===== config.mk =====
export PLATFORM = sky130hd
export DESIGN_NAME = irq_timer_unit_flat
export DESIGN_NICKNAME = d
export VERILOG_FILES = /design/src/rtl/irq_timer_unit_if.sv /design/src/rtl/irq_timer_unit.sv /design/src/flat_wrapper.sv
export SDC_FILE = /design/constraint.sdc
export NUM_CORES = 1
export LEC_CHECK = 0
export ABC_AREA = 1
export BUFFER_PORTS_ARGS = -buffer_cell sky130_fd_sc_hd__buf_2
export CORE_UTILIZATION = 40
export CTS_CLUSTER_SIZE = 8
export DETAILED_ROUTE_END_ITERATION = 10
export HOLD_SLACK_MARGIN = 0.02
export SLEW_MARGIN = 20
export SYNTH_ARGS = -nofsm -noshare
export SYNTH_HDL_FRONTEND = slang
export SYNTH_SLANG_ARGS = --single-unit

===== constraint.sdc =====
create_clock -name i_clk -period 4.46 [get_ports i_clk]
set_clock_uncertainty 0.15 [all_clocks]
set_input_delay 0.446 -clock i_clk [delete_from_list [all_inputs] [get_ports i_clk]]
set_output_delay 0.446 -clock i_clk [all_outputs]
set_load 0.02 [all_outputs]

===== src/rtl/irq_timer_unit_if.sv =====
// Register-port bundle between the core load/store path and irq_timer_unit.
// The master drives the strobes, address and write data; the slave returns registered read data.
interface irq_timer_unit_if;
  logic        re;
  logic        we;
  logic [4:0]  addr;
  logic [31:0] wdata;
  logic [31:0] rdata;

  modport master (output re, output we, output addr, output wdata, input rdata);
  modport slave  (input re, input we, input addr, input wdata, output rdata);
endinterface


===== src/rtl/irq_timer_unit.sv =====
// Timer/interrupt unit: 64-bit mtime/mtimecmp driving ti, synchronised edge-triggered external lines driving ei.
// Optional macro TIMER_SHADOW_EN adds a shadow so MTIME_LO then MTIME_HI reads form a coherent 64-bit value.
module irq_timer_unit #(
  parameter int NUM_SRC     = 8,
  parameter int PRESCALE    = 1,
  parameter int SYNC_STAGES = 2
) (
  input  logic               i_clk,
  input  logic               i_rst_n,
  irq_timer_unit_if.slave    bus,
  input  logic [NUM_SRC-1:0] i_irq_src,
  output logic               o_ti,
  output logic               o_ei
);
  localparam int            PW       = (PRESCALE > 1) ? $clog2(PRESCALE) : 1;
  localparam logic [PW-1:0] PRE_LAST = PW'(PRESCALE - 1);

  localparam logic [2:0] A_MTIME_LO    = 3'd0;
  localparam logic [2:0] A_MTIME_HI    = 3'd1;
  localparam logic [2:0] A_MTIMECMP_LO = 3'd2;
  localparam logic [2:0] A_MTIMECMP_HI = 3'd3;
  localparam logic [2:0] A_IE          = 3'd4;
  localparam logic [2:0] A_IP          = 3'd5;
  localparam logic [2:0] A_CLAIM       = 3'd6;

  logic [PW-1:0]                        r_pre_cnt;
  logic [63:0]                          r_mtime;
  logic [63:0]                          r_mtimecmp;
  logic [NUM_SRC-1:0]                   r_ie;
  logic [NUM_SRC-1:0]                   r_ip;
  logic [NUM_SRC-1:0]                   r_edge_prev;
  logic [SYNC_STAGES-1:0][NUM_SRC-1:0]  r_sync;
  logic [31:0]                          r_rdata;
  logic                                 r_ti;
  logic                                 r_ei;
`ifdef TIMER_SHADOW_EN
  logic [31:0]                          r_shadow;
`endif

  logic [2:0]         w_sel;
  logic               w_tick;
  logic [NUM_SRC-1:0] w_sync_out;
  logic [NUM_SRC-1:0] w_edge;
  logic [NUM_SRC-1:0] w_hit;
  logic [NUM_SRC-1:0] w_claim_mask;
  logic [NUM_SRC-1:0] w_ip_nxt;
  logic [NUM_SRC-1:0] w_ie_nxt;
  logic [63:0]        w_mtime_nxt;
  logic [63:0]        w_mtimecmp_nxt;
  logic [31:0]        w_claim;
  logic [31:0]        w_rd_val;
  logic               w_unused_addr;

  assign w_sel         = bus.addr[4:2];
  assign w_unused_addr = ^bus.addr[1:0];
  assign w_tick        = (r_pre_cnt == PRE_LAST);
  assign w_sync_out    = r_sync[SYNC_STAGES-1];
  assign w_edge        = w_sync_out & ~r_edge_prev;
  assign w_hit         = r_ip & r_ie;
  // isolate the lowest pending-and-enabled bit
  assign w_claim_mask  = w_hit & (~w_hit + NUM_SRC'(1));

  always_comb begin
    w_claim = '0;
    for (int i = NUM_SRC - 1; i >= 0; i--) begin
      if (w_hit[i]) w_claim = 32'(i + 1);
    end
  end

  always_comb begin
    w_mtime_nxt    = r_mtime + 64'(w_tick);
    w_mtimecmp_nxt = r_mtimecmp;
    w_ie_nxt       = r_ie;
    w_ip_nxt       = r_ip;
    if (bus.we) begin
      case (w_sel)
        A_MTIME_LO:    w_mtime_nxt    = {r_mtime[63:32], bus.wdata};
        A_MTIME_HI:    w_mtime_nxt    = {bus.wdata, r_mtime[31:0]};
        A_MTIMECMP_LO: w_mtimecmp_nxt = {r_mtimecmp[63:32], bus.wdata};
        A_MTIMECMP_HI: w_mtimecmp_nxt = {bus.wdata, r_mtimecmp[31:0]};
        A_IE:          w_ie_nxt       = bus.wdata[NUM_SRC-1:0];
        A_IP:          w_ip_nxt       = r_ip & ~bus.wdata[NUM_SRC-1:0];
        default:       ;
      endcase
    end
    if (bus.re && (w_sel == A_CLAIM)) w_ip_nxt = w_ip_nxt & ~w_claim_mask;
    // a fresh edge always beats a clear or a claim in the same cycle
    w_ip_nxt = w_ip_nxt | w_edge;
  end

  always_comb begin
    w_rd_val = '0;
    case (w_sel)
      A_MTIME_LO:    w_rd_val = r_mtime[31:0];
`ifdef TIMER_SHADOW_EN
      A_MTIME_HI:    w_rd_val = r_shadow;
`else
      A_MTIME_HI:    w_rd_val = r_mtime[63:32];
`endif
      A_MTIMECMP_LO: w_rd_val = r_mtimecmp[31:0];
      A_MTIMECMP_HI: w_rd_val = r_mtimecmp[63:32];
      A_IE:          w_rd_val = 32'(r_ie);
      A_IP:          w_rd_val = 32'(r_ip);
      A_CLAIM:       w_rd_val = w_claim;
      default:       w_rd_val = '0;
    endcase
  end

  always_ff @(posedge i_clk or negedge i_rst_n) begin
    if (!i_rst_n) begin
      r_pre_cnt   <= '0;
      r_mtime     <= '0;
      r_mtimecmp  <= '1;
      r_ie        <= '0;
      r_ip        <= '0;
      r_edge_prev <= '0;
      r_sync      <= '0;
      r_rdata     <= '0;
      r_ti        <= 1'b0;
      r_ei        <= 1'b0;
`ifdef TIMER_SHADOW_EN
      r_shadow    <= '0;
`endif
    end else begin
      r_pre_cnt   <= w_tick ? '0 : r_pre_cnt + PW'(1);
      r_mtime     <= w_mtime_nxt;
      r_mtimecmp  <= w_mtimecmp_nxt;
      r_ie        <= w_ie_nxt;
      r_ip        <= w_ip_nxt;
      r_sync[0]   <= i_irq_src;
      for (int s = 1; s < SYNC_STAGES; s++) r_sync[s] <= r_sync[s-1];
      r_edge_prev <= w_sync_out;
      r_ti        <= (w_mtime_nxt >= w_mtimecmp_nxt);
      r_ei        <= |(w_ip_nxt & w_ie_nxt);
      if (bus.re) r_rdata <= w_rd_val;
`ifdef TIMER_SHADOW_EN
      if (bus.re && (w_sel == A_MTIME_LO))      r_shadow <= r_mtime[63:32];
      else if (bus.we && (w_sel == A_MTIME_HI)) r_shadow <= bus.wdata;
`endif
    end
  end

  assign bus.rdata = r_rdata;
  assign o_ti      = r_ti;
  assign o_ei      = r_ei;
endmodule


===== src/flat_wrapper.sv =====
// flat-port wrapper written by rule: the top's interface ports become plain ports
module irq_timer_unit_flat 
#(
  parameter int NUM_SRC     = 8,
  parameter int PRESCALE    = 1,
  parameter int SYNC_STAGES = 2
)
  (i_clk, i_rst_n, i_irq_src, o_ti, o_ei, bus_re, bus_we, bus_addr, bus_wdata, bus_rdata);
  irq_timer_unit_if bus_i ();
  input  logic i_clk;
  input  logic i_rst_n;
  input  logic [NUM_SRC-1:0] i_irq_src;
  output logic o_ti;
  output logic o_ei;
  input wire logic [$bits(bus_i.re)-1:0] bus_re;
  input wire logic [$bits(bus_i.we)-1:0] bus_we;
  input wire logic [$bits(bus_i.addr)-1:0] bus_addr;
  input wire logic [$bits(bus_i.wdata)-1:0] bus_wdata;
  output wire logic [$bits(bus_i.rdata)-1:0] bus_rdata;
  assign bus_i.re = bus_re;
  assign bus_i.we = bus_we;
  assign bus_i.addr = bus_addr;
  assign bus_i.wdata = bus_wdata;
  assign bus_rdata = bus_i.rdata;
  irq_timer_unit #(.NUM_SRC(NUM_SRC), .PRESCALE(PRESCALE), .SYNC_STAGES(SYNC_STAGES)) u_core (.i_clk(i_clk), .i_rst_n(i_rst_n), .bus(bus_i), .i_irq_src(i_irq_src), .o_ti(o_ti), .o_ei(o_ei));
endmodule

# Yosys cells after proc, flatten, opt, wreduce, memory -nomap -nowiden
# Index checks and enable logic that the tools add are counted.
# W data, S select, Z words.
# classes
n_addsub	3
mul	0
n_div	0
order_cmp	1
n_eq_ne	6
shift	0
n_mux	19
n_bitwise	12
reduce_logical	3
# ops
op	n
$pmux W64 S2	2
$mux W32	7
$pmux W32 S7	1
$mux W64	2
$add A64 B1 Y64	1
$ge A64 B64 Y1	1
$and A8 B8 Y8	6
$mux W8	5
$not A8 Y8	4
$eq A3 B3 Y1 const B	3
$add A8 B1 Y8 const B	1
$or A8 B8 Y8	1
$reduce_or A8 Y1	1
$eq A3 B2 Y1 const B	2
$mux W4	1
$eq A3 B1 Y1 const B	1
$logic_not A3 Y1	1
$add A1 B1 Y1 const B	1
$logic_and A1 B1 Y1	1
$mux W1	1
$not A1 Y1	1
# totals
ff_bits	203
latch_bits	0
mem_bits_rw	0
rom_bits	0
input_bits	49
n_memories	0

# Depth between registers and ports, before layout
# Gate-level depths: netlist of run 1.
# logic_depth
ltp_word	10
ltp_mapped	21
depth_no_buf	21

# Worst setup path before layout of run 1
# OpenSTA, ideal clock, no wires.
# synth_path
path_kind	register to register
from	register u_core.r_mtime[0]
to	register u_core.r_ti (netlist: u_core.o_ti)
arrival_ps	2559
setup_slack_ps	1682
path_stages_with_launch	20
path_cell_list	dfrtp_1 > ha_1 > nand2_2 > nor2_4 > inv_2 > nor3_4 > nand2_1 > nor2_1 > nand2_1 > nand3_1 > nand2_1 > ha_1 > nand2_1 > inv_1 > nand3_1 > nor3_1 > nand3_1 > nor2_1 > nand3_1 > nand3_1
# synth_via
elab_chain_cells	4
# synth_rtl
item	line	text
start, declared	irq_timer_unit.sv:27	logic [63:0] r_mtime;
start signal, assigned	irq_timer_unit.sv:126	r_mtime <= w_mtime_nxt;
$add A64 B1 Y64 (*)	irq_timer_unit.sv:71	w_mtime_nxt = r_mtime + 64'(w_tick);
$pmux W64 S2	irq_timer_unit.sv:76	case (w_sel)
$mux W64 (*)	irq_timer_unit.sv:75	if (bus.we) begin
via u_core.w_mtime_nxt[62]	irq_timer_unit.sv:48	logic [63:0] w_mtime_nxt;
$ge A64 B64 Y1 (*)	irq_timer_unit.sv:133	r_ti <= (w_mtime_nxt >= w_mtimecmp_nxt);
end signal, assigned	irq_timer_unit.sv:133	
end, declared	irq_timer_unit.sv:34	logic r_ti;
# The timed path passes the listed nets; every way through them passes the cells marked *.
# A chain may end at the register's enable or synchronous reset.

# Final worst setup path of run 1
# layout_path
from	register u_core.r_mtime[1]
to	register u_core.r_ti (netlist: u_core.o_ti)
# The elaborated chain is that of the path after synthesis.

==> impl_metrics.json, run 1 <==
{
  "critical_path_class": "reg2reg",
  "r2r-start": "u_core.r_mtime[1]$_DFF_PN0_",
  "syn_to_final_growth_pct": 14.28,
  "synth_top_area_cell": "dfrtp_1",
  "gp_congestion": 0.9706,
  "finalHoldViolCount": 0,
  "core-area_um2": 31560,
  "synth_fp_nets": 1917,
  "fin_hold_ws_ns": 0.03650,
  "synth_xor_area_frac": 0.01160,
  "hold_start": "bus_wdata[19]",
  "grt_usage": 0.2759,
  "worst_pin_slew_ns": 0.9527,
  "p_leak_nw": 7.234,
  "final_antenna_net_count": 0,
  "syn_avg_cell_area_um2": 7.121,
  "dp_slack_ns": 0.7271,
  "clk_pin_slew_ns": 0.05,
  "grt_max_degree": 86,
  "wirelength_mm": 44.70,
  "vdd.ir_drop.worst_mv": 0.3129,
  "antenna_found_initial": 0,
  "fmax_mhz": 265.9,
  "final_max_slew_viol_count": 0,
  "htree_num_levels": 1,
  "finalSetupViolations": 0,
  "postCtsResizedCells": 0,
  "syn-cell-area_um2": 12840,
  "dr.pass1.iters": 7,
  "fin_nets": 2004,
  "cts_made_buffers": 29,
  "place_area_um2": 13720,
  "start_util": 0.4069,
  "yosysSeqAreaShare": 0.4000,
  "dp_cells": 2248,
  "synth.distinct_cells": 43,
  "synth_top_family_by_area": "simple AND/OR/NAND/NOR gates",
  "antenna_cells": 0,
  "synth_top_cell_area_share": 0.2690,
  "cp.arrival_ns": 4.09,
  "timing.final.ws_setup_ns": 0.6988,
  "num_vias": 12510,
  "status": "finished, final reports clean",
  "rsz0062_at_grt": "false",
  "synth_compound_area_frac": 0.1452,
  "layout-drive-gt1-share": 0.1234,
  "tns_ns": 0,
  "power_density_nw_per_um2": 386.7,
  "ys_ff_latch": 202,
  "root_buffer": "clkbuf_16",
  "dpl.hpwl_mm": 34.20,
  "die_area_um2": 32820,
  "cp_max_fo": 6,
  "yosysWarnings": 0,
  "clk_latency_ns": 0.56,
  "grt_pass1_wl_mm": 69.72,
  "hp-class": "in2reg",
  "synthAdderAreaFrac": 0.06335,
  "crit_path_start_kind": "register",
  "cts_buffer_depth": 3,
  "via_per_inst": 5.403,
  "rows": 65,
  "die_w_um": 181.2,
  "layoutNonFillerInstCount": 2315,
  "grt_overflow_total": 0,
  "fin_crit_sh": 0.8433,
  "maxCapViolations": 0,
  "synthCells": 1803,
  "first_global_vias": 12020,
  "drc_errors": 0,
  "fill_cells": 3232,
  "synth_area_leaders": "dfrtp_1 (27%), nand2_1 (16%), dfstp_2 (13%)",
  "routedWlPerCell_um": 19.31,
  "startpoint": "u_core.r_mtime[1]$_DFF_PN0_",
  "min_period_ns": 3.761,
  "cp-end-kind": "register",
  "io_buffers": 80,
  "cts_tree": "yes",
  "synthMuxAreaShare": 0,
  "ios": 83,
  "cts_sinks": 202,
  "cp.required_ns": 4.78,
  "first_iter_violations": 1071,
  "relSlewSlack": 0.3582,
  "fin_area_um2": 14670,
  "yosys.area_share.simple": 0.2803,
  "die_height_um": 181.2
}
## per-stage QoR
stage                     utilization  power, mW
after floorplan                     -      3.184
after global placement         0.4347      3.600
after detailed placement       0.4347      3.626
after CTS                      0.4649      5.715
after global routing           0.4649      6.021
final                          0.4649      5.673
## synthesized netlist by cell type (all sizes together)
cell     count
nand4       39
o21bai       1
o221ai       3
and2         2
a21o         1
a21oi       50
a32o         1
o21ai      168
o311ai       1
a22o         1
nor2       146
o211ai       2
o31ai        3
xnor2        5
nor4         1
nor3        30
a21boi       2
or2          2
clkinv       1
xor2        12
o2111ai      5
o22ai       81
dfstp       64
buf         28
nand3       95
a221oi       8
nand2      542
o32ai        1
clkbuf      29
dfrtp      138
inv        273
ha          65
o21a         3
## final cells by class
type	instances	area, um2	share of cell area
well taps	402	503.0	0.03428
clock inverters	2	13.76	0.0009381
multi-input cells	1270	6440	0.4389
flip-flops and latches	202	5135	0.3500
inverters	274	1028	0.07010
clock buffers	52	812.0	0.05535
repair buffers	113	739.5	0.05040
## layer usage
metal / track usage / share of wire / vias to the layer above
met1: 0.3648 / 0.44 / 5941
met5: 0 / 0 / -
met2: 0.4683 / 0.47 / 417
li1: - / - / 6080
met4: 0.09424 / 0.036 / 0
met3: 0.02943 / 0.055 / 71
## placed cells by master (no fill, tap or decap), drive strengths merged, types with 2 or more instances in the layout
master and instances:
o21ai 168, o22ai 81, ha 65, buf 99
o21a 3, nand4 39, xnor2 5, xor2 12
nand3 95, dfstp 64, and2 2, a221oi 8
dlygate4sd3 13, nand2 542, o31ai 3, clkinv 2
o2111ai 5, a21boi 2, o211ai 2, nor3 30
dfrtp 138, inv 274, a21oi 50, clkbuf 53
nor2 146, or2 2, o221ai 3
## state kept, by name, indices dropped and copies added (netlist names)
register / flops
u_core.bus.rdata: 32
u_core.r_ie: 8
u_core.r_mtimecmp: 64
u_core.w_sync_out: 8
u_core.r_sync: 8
u_core.r_mtime: 64
u_core.r_edge_prev: 8
u_core.o_ei: 1
u_core.r_ip: 8
u_core.o_ti: 1
## worst max-delay path: stages, from the launching register on
cell	delay (ns)
dfrtp_1	0.43
ha_1	0.39
nand2_2	0.12
nor2_4	0.18
inv_2	0.09
nor3_4	0.26
nand2_1	0.23
nor2_1	0.14
nand2_1	0.05
nand3_1	0.08
nand2_1	0.07
ha_1	0.27
nand2_1	0.04
inv_1	0.06
nand3_1	0.13
nor3_1	0.40
nand3_1	0.19
nor2_1	0.17
nand3_1	0.08
nand3_1	0.13
## power by group
part,internal (mW),total [mW],switching [mW]
registers,2.16,2.34,0.180
clock network,1.21,2.05,0.843
logic,0.420,1.28,0.857
total,3.79,5.67,1.88
## timing repair
action,4_1_cts,5_1_grt
hold buffers,13,0
endpoints found under the hold margin,67,0
setup endpoints to repair,0,0
buffers inserted,0,0
## worst paths after layout
check	to	cells after the start	slack [ns]
worst max register to register	u_core.o_ti$_DFF_PN0_	19	0.70
max in group asynchronous	u_core.r_mtimecmp[39]$_DFF_PN1_	3	2.86
min in group asynchronous	u_core.bus.rdata[14]$_DFFE_PN0P_	2	0.37
worst min register to register	u_core.w_sync_out[2]$_DFF_PN0_	0	0.20
worst min-delay path	u_core.r_mtimecmp[19]$_DFF_PN1_	3	0.04
worst max-delay path	u_core.o_ti$_DFF_PN0_	19	0.70
## cell families (layout without fill, tap and decap cells)
family / after synthesis / after routing
and+or+nand+nor: 857 / 857
AOI/OAI and AO/OA: 331 / 331
buffers and inverters: 331 / 441
DFF: 202 / 202
adders and majority gates: 65 / 65
xor gates and xnor gates: 17 / 17
No activity file was read; power rests on OpenSTA's default activity.
==> run 2: changes to the inputs <==
--- a/config.mk
+++ b/config.mk
@@ -5,7 +5,7 @@
 export SDC_FILE = /design/constraint.sdc
 export NUM_CORES = 1
 export LEC_CHECK = 0
-export ABC_AREA = 1
+export ABC_AREA = 0
 export BUFFER_PORTS_ARGS = -buffer_cell sky130_fd_sc_hd__buf_2
 export CORE_UTILIZATION = 40
 export CTS_CLUSTER_SIZE = 8
==> constraint.sdc (replaced) <==
create_clock -name i_clk -period 3.1 [get_ports i_clk]
set_clock_uncertainty 0.15 [all_clocks]
set_input_delay 0.31 -clock i_clk [delete_from_list [all_inputs] [get_ports i_clk]]
set_output_delay 0.31 -clock i_clk [all_outputs]
set_load 0.02 [all_outputs]
==> impl_metrics.json, run 2 <==
{
  "critical_path.cell_chain": "and4_1 -> nand2_1 -> nor4_2 -> buf_4 -> buf_4 -> nand4_1 -> mux2_2 -> nor2_1 -> ha_1 -> a21o_1 -> a21o_1 -> a21oi_1 -> o32ai_2 -> a211oi_2 -> o21ai_1",
  "dpl.hpwl_mm": 30.41,
  "min_period_ns": 3.638,
  "critPathTopFamily": "simple AND/OR/NAND/NOR gates",
  "synth_top_cell_area_share": 0.2911,
  "layout-drive-gt1-share": 0.3467,
  "use_met2": 0.4294,
  "status": "finished with violations",
  "rows": 62,
  "grt_max_degree": 96,
  "final_cell_mix": "buf_4 (265), dfrtp_1 (138), inv_1 (110)",
  "fmax_mhz": 274.9,
  "dp_slack_ns": -0.6730,
  "first_global_vias": 11330,
  "fin_nets": 1689,
  "die_area_um2": 30350,
  "failed_checks": "setup timing",
  "grt_pass1_wl_mm": 64.69,
  "cpPeakStageDelay_ns": 0.38,
  "place_area_um2": 14570,
  "grt_usage": 0.2715,
  "die_w_um": 174.2,
  "vdd.ir_drop.worst_mv": 0.4370,
  "gp_congestion": 0.9674,
  "relSlewSlack": 0.4132,
  "antenna_found_initial": 0,
  "maxCapViolations": 0,
  "clk_latency_ns": 0.55,
  "cp-end-kind": "register",
  "yosysSeqAreaShare": 0.4329,
  "htree_num_levels": 1,
  "cpMaxStageDelayCell": "dfrtp_1",
  "synthMuxAreaShare": 0.08122,
  "gr-usage-met3": 0.03653,
  "synth_top_area_cell": "dfrtp_1",
  "critical_path_class": "reg2reg",
  "layout_commonest_cell": "buf_4",
  "finalHoldViolCount": 0,
  "synth_compound_area_frac": 0.1928,
  "via_per_inst": 5.677,
  "ios": 83,
  "fin_crit_sh": 1.174,
  "drc_errors": 0,
  "cp.required_ns": 3.39,
  "power_density_nw_per_um2": 633.5,
  "wirelength_mm": 40.67,
  "rsz0062_at_grt": "true",
  "io_buffers": 80,
  "syn_to_final_growth_pct": 34.91,
  "clk_pin_slew_ns": 0.06,
  "synthTopCellsByCount": "dfrtp_1 (138), inv_1 (110), nand2_1 (96)",
  "start_util": 0.4100,
  "num_vias": 11250,
  "synthCells": 1220,
  "root_buffer": "clkbuf_16",
  "cp_max_fo": 9,
  "yosysMostFrequentCell": "dfrtp_1",
  "hp-class": "reg2reg",
  "synth_edf_count": 0,
  "p_leak_nw": 7.397,
  "cp.buffers_inverters": 2,
  "cts_made_buffers": 29,
  "p_total_mw": 10.14,
  "syn-cell-area_um2": 11860,
  "grt_overflow_total": 0,
  "syn_avg_cell_area_um2": 9.723,
  "postLayoutCoreUtil": 0.5531,
  "first_iter_violations": 882,
  "cts_tree": "yes",
  "final_max_slew_viol_count": 0,
  "fin_area_um2": 16000,
  "timing.final.ws_setup_ns": -0.5379,
  "fin_hold_ws_ns": 0.1971,
  "yosysWarnings": 0,
  "top_usage_layer": "met2",
  "synth.distinct_cells": 73,
  "synth_fp_nets": 1334,
  "final_antenna_net_count": 0,
  "antenna_cells": 0,
  "die_height_um": 174.2,
  "crit_path_start_kind": "register",
  "dr.pass1.iters": 5,
  "ys.flop_type": "dfrtp_1",
  "routedWlPerCell_um": 20.52,
  "synth_area_leaders": "dfrtp_1 (29%), dfstp_2 (14%), ha_1 (6.9%)",
  "async_flop_share": 1.000,
  "yosys.area_share.simple": 0.1586,
  "ys_ff_latch": 202,
  "synth_xor_area_frac": 0.005907,
  "cp.arrival_ns": 3.92,
  "worst_pin_slew_ns": 0.8793,
  "synthAdderAreaFrac": 0.06856,
  "synth_top_family_by_area": "compound AO/OA/AOI/OAI gates",
  "cts_sinks": 202,
  "cts_buffer_depth": 3,
  "finalSetupViolations": 2,
  "core-area_um2": 28940,
  "grt_use_met1": 0.3847
}
## run 2: area by class of cell
| type | instances | area, um2 |
|---|---|---|
| sequential | 202 | 5135 |
| tap | 384 | 480.5 |
| inverter | 110 | 412.9 |
| timing repair buffer | 394 | 2960 |
| clock inverter | 2 | 38.79 |
| multi-input combinational | 838 | 6165 |
| clock buffer | 52 | 812.0 |
| fill | 2594 | 12930 |
## run 2: per-stage QoR
stage	TNS (ns)	std cells
floorplan	-0.3201	1220
global route	-1.218	1982
detailed placement	-0.6730	1875
global placement	-0.6103	1875
CTS	-0.7490	1982
finish	-0.8993	1982
## run 2: cells by family (layout without fill, tap and decap cells)
logic type,count (synthesis),count (layout)
AOI/OAI and AO/OA,330,330
muxes,89,89
and+or+nand+nor,346,346
adders and majority gates,65,65
xor gates and xnor gates,8,8
DFF,202,202
buffers and inverters,180,558
## run 2: routing by layer
metal,routed length (um),vias up
li1,-,5263
met5,0,-
met2,18450,423
met1,18520,5483
met3,2655,82
met4,1046,0
## run 2: final timing paths
path	slack [ns]	to	depth (start not counted)	from
setup / recovery	-0.54	u_core.o_ti$_DFF_PN0_	15	u_core.r_mtime[17]$_DFF_PN0_
hold / removal	0.20	u_core.w_sync_out[3]$_DFF_PN0_	0	u_core.r_sync[3]$_DFF_PN0_
setup reg to reg	-0.54	u_core.o_ti$_DFF_PN0_	15	u_core.r_mtime[17]$_DFF_PN0_
hold reg to reg	0.20	u_core.w_sync_out[3]$_DFF_PN0_	0	u_core.r_sync[3]$_DFF_PN0_
max in group asynchronous	1.63	u_core.r_mtimecmp[40]$_DFF_PN1_	3	i_rst_n
min in group asynchronous	0.25	u_core.bus.rdata[21]$_DFFE_PN0P_	2	i_rst_n
## run 2: worst reg2reg max path, stage by stage, from the launching register on
cell and delay (ns):
dfrtp_1 0.38, and4_1 0.29, nand2_1 0.14, nor4_2 0.29, buf_4 0.17, buf_4 0.17
nand4_1 0.18, mux2_2 0.31, nor2_1 0.16, ha_1 0.27, a21o_1 0.18, a21o_1 0.17
a21oi_1 0.24, o32ai_2 0.14, a211oi_2 0.20, o21ai_1 0.08
## run 2: what timing repair did
action / CTS / global route
setup endpoints to repair: 1 / 2
endpoints found under the hold margin: 169 / 0
hold buffers: 41 / 0
gates cloned: 0 / 0
buffers inserted: 12 / 0
pin swaps: 5 / 2
gates resized for setup: 18 / 4
## run 2: power by group
part | leakage [nW] | total (mW) | internal [mW] | switching, mW
Combinational | 4.67 | 3.54 | 1.68 | 1.86
Sequential | 2.33 | 3.56 | 3.26 | 0.303
Clock | 0.403 | 3.03 | 1.82 | 1.21
==> run 3: changes to the inputs <==
--- a/config.mk
+++ b/config.mk
@@ -11,6 +11,7 @@
 export CTS_CLUSTER_SIZE = 8
 export DETAILED_ROUTE_END_ITERATION = 10
 export HOLD_SLACK_MARGIN = 0.02
+export SKIP_CTS_REPAIR_TIMING = 1
 export SLEW_MARGIN = 20
 export SYNTH_ARGS = -nofsm -noshare
 export SYNTH_HDL_FRONTEND = slang
==> impl_metrics.json, run 3 (synthesis results as in run 2) <==
{
  "min_period_ns": 3.658,
  "fin_nets": 1685,
  "power_density_nw_per_um2": 633.6,
  "clkPwrFrac": 0.299,
  "worstReg2RegEnd": "u_core.o_ti$_DFF_PN0_",
  "dr.pass1.iters": 5,
  "sequentialPowerShare": 0.352,
  "root_buffer": "clkbuf_16",
  "grt_overflow_total": 0,
  "grt_usage": 0.2667,
  "die_area_um2": 30350,
  "multi_input_area_um2": 6191,
  "routedWlPerCell_um": 20.57,
  "critical_path.cell_chain": "ha_4 -> nand2_2 -> or3_4 -> nor4_4 -> buf_4 -> buf_4 -> buf_4 -> nand4_1 -> xor2_1 -> o21ai_1 -> ha_2 -> and4_4 -> a221oi_2 -> o21ai_1 -> a211oi_2 -> o21ai_1",
  "rows": 62,
  "final_cell_mix": "buf_4 (262), dfrtp_1 (138), inv_1 (110)",
  "antenna_cells": 0,
  "final_max_slew_viol_count": 0,
  "cpPeakStageDelay_ns": 0.43,
  "vdd.ir_drop.worst_mv": 0.4376,
  "wirelength_mm": 40.70,
  "cts_buffer_depth": 3,
  "start_util": 0.4100,
  "dpl.hpwl_mm": 30.41,
  "antenna_found_initial": 0,
  "dp_cells": 1875,
  "layout_commonest_cell": "buf_4",
  "num_vias": 11220,
  "core-area_um2": 28940,
  "p_total_mw": 10.14,
  "ios": 83,
  "cts_tree": "yes",
  "htree_num_levels": 1,
  "comb_power_share": 0.349,
  "cpMaxStageDelayCell": "dfrtp_1",
  "clk_pin_slew_ns": 0.06,
  "rsz0062_at_grt": "true",
  "syn_to_final_growth_pct": 34.94,
  "hold_start": "bus_wdata[16]",
  "cts_made_buffers": 29,
  "worst_pin_slew_ns": 0.8811,
  "ff_latch_area_um2": 5135,
  "status": "finished with violations",
  "gp_congestion": 0.9674,
  "cp.required_ns": 3.39,
  "grt_max_degree": 96,
  "intPower_mw": 6.765,
  "die_height_um": 174.2,
  "first_global_vias": 11060,
  "power.switching_mw": 3.378,
  "timing.reg2reg.setup_slack_ns": -0.56,
  "fmax_mhz": 273.4,
  "clk_latency_ns": 0.55,
  "relSlewSlack": 0.4119,
  "via_per_inst": 5.674,
  "maxCapViolations": 0,
  "cp.arrival_ns": 3.94,
  "hp-class": "in2reg",
  "cp-end-kind": "register",
  "io_buffers": 80,
  "critical_path_class": "reg2reg",
  "crit_path_start_kind": "register",
  "whs_path_depth": 3,
  "layout-drive-gt1-share": 0.3488,
  "r2r-start": "u_core.r_mtime[0]$_DFF_PN0_",
  "failed_checks": "setup timing",
  "final_antenna_net_count": 0,
  "finalSetupViolations": 1,
  "finalHoldViolCount": 0,
  "first_iter_violations": 888,
  "layoutNonFillerInstCount": 1978,
  "swShare": 0.3330,
  "postLayoutCoreUtil": 0.5532,
  "p_leak_nw": 7.386,
  "cts_sinks": 202,
  "whs_endpoint": "u_core.r_mtime[48]$_DFF_PN0_",
  "fin_crit_sh": 1.180,
  "fill_cells": 2589,
  "die_w_um": 174.2,
  "drc_errors": 0,
  "dp_slack_ns": -0.6730,
  "cp_max_fo": 4,
  "grt_pass1_wl_mm": 63.51,
  "reg2reg_depth": 16,
  "timing.final.ws_setup_ns": -0.5582
}
## run 3: layer usage
layer / vias to the layer above / global-route usage / routed length, um
met5: - / 0 / 0
met4: 0 / 0.08260 / 1047
met3: 76 / 0.03521 / 2413
met2: 393 / 0.4170 / 18550
met1: 5502 / 0.3819 / 18680
li1: 5252 / - / -
## run 3: cell type report
type                    count  area share
clock inverters             2    0.002423
clock buffers              52     0.05073
repair buffers            390      0.1835
multi-input cells         838      0.3867
flip-flops and latches    202      0.3208
inverters                 110     0.02579
well taps                 384     0.03001
## run 3: worst max path at each step
stage                                            from               endpoint  cells after the start
after floorplan           u_core.r_mtime[0]$_DFF_PN0_  u_core.o_ti$_DFF_PN0_                     16
after global placement    u_core.r_mtime[1]$_DFF_PN0_  u_core.o_ti$_DFF_PN0_                     14
after detailed placement  u_core.r_mtime[0]$_DFF_PN0_  u_core.o_ti$_DFF_PN0_                     14
after CTS                 u_core.r_mtime[0]$_DFF_PN0_  u_core.o_ti$_DFF_PN0_                     14
after global routing      u_core.r_mtime[0]$_DFF_PN0_  u_core.o_ti$_DFF_PN0_                     15
final                     u_core.r_mtime[0]$_DFF_PN0_  u_core.o_ti$_DFF_PN0_                     16
## run 3: critical path, delay by kind of cell, from the launching register on
| kind | cells | cell delay (ns) |
|---|---|---|
| AO/OA/AOI/OAI | 5 | 0.84 |
| AND/OR/NAND/NOR | 5 | 1.04 |
| flip-flops | 1 | 0.43 |
| buffers and inverters | 3 | 0.41 |
| XOR/XNOR | 1 | 0.18 |
| adder cells (fa/ha/maj) | 2 | 0.47 |
## run 3: stage by stage
stage | hold slack (ns) | setup TNS, ns | area [um2]
3_3_place_gp | 0.1831 | -0.6103 | 14560
5_1_grt | 0.05215 | -0.7746 | 16010
6_report | 0.01404 | -0.5582 | 16010
3_5_place_dp | 0.1855 | -0.6730 | 14570
2_1_floorplan | -0.1356 | -0.3201 | 11890
4_1_cts | -0.3004 | -0.7074 | 15420
## run 3: power groups by stage
stage	combinational [mW]	clock (mW)	sequential, mW
detailed placement	3.37	0	3.60
finish	3.54	3.03	3.57
global route	3.91	3.20	3.63
global placement	3.32	0	3.58
CTS	3.40	3.08	3.56
floorplan	1.61	0	3.70
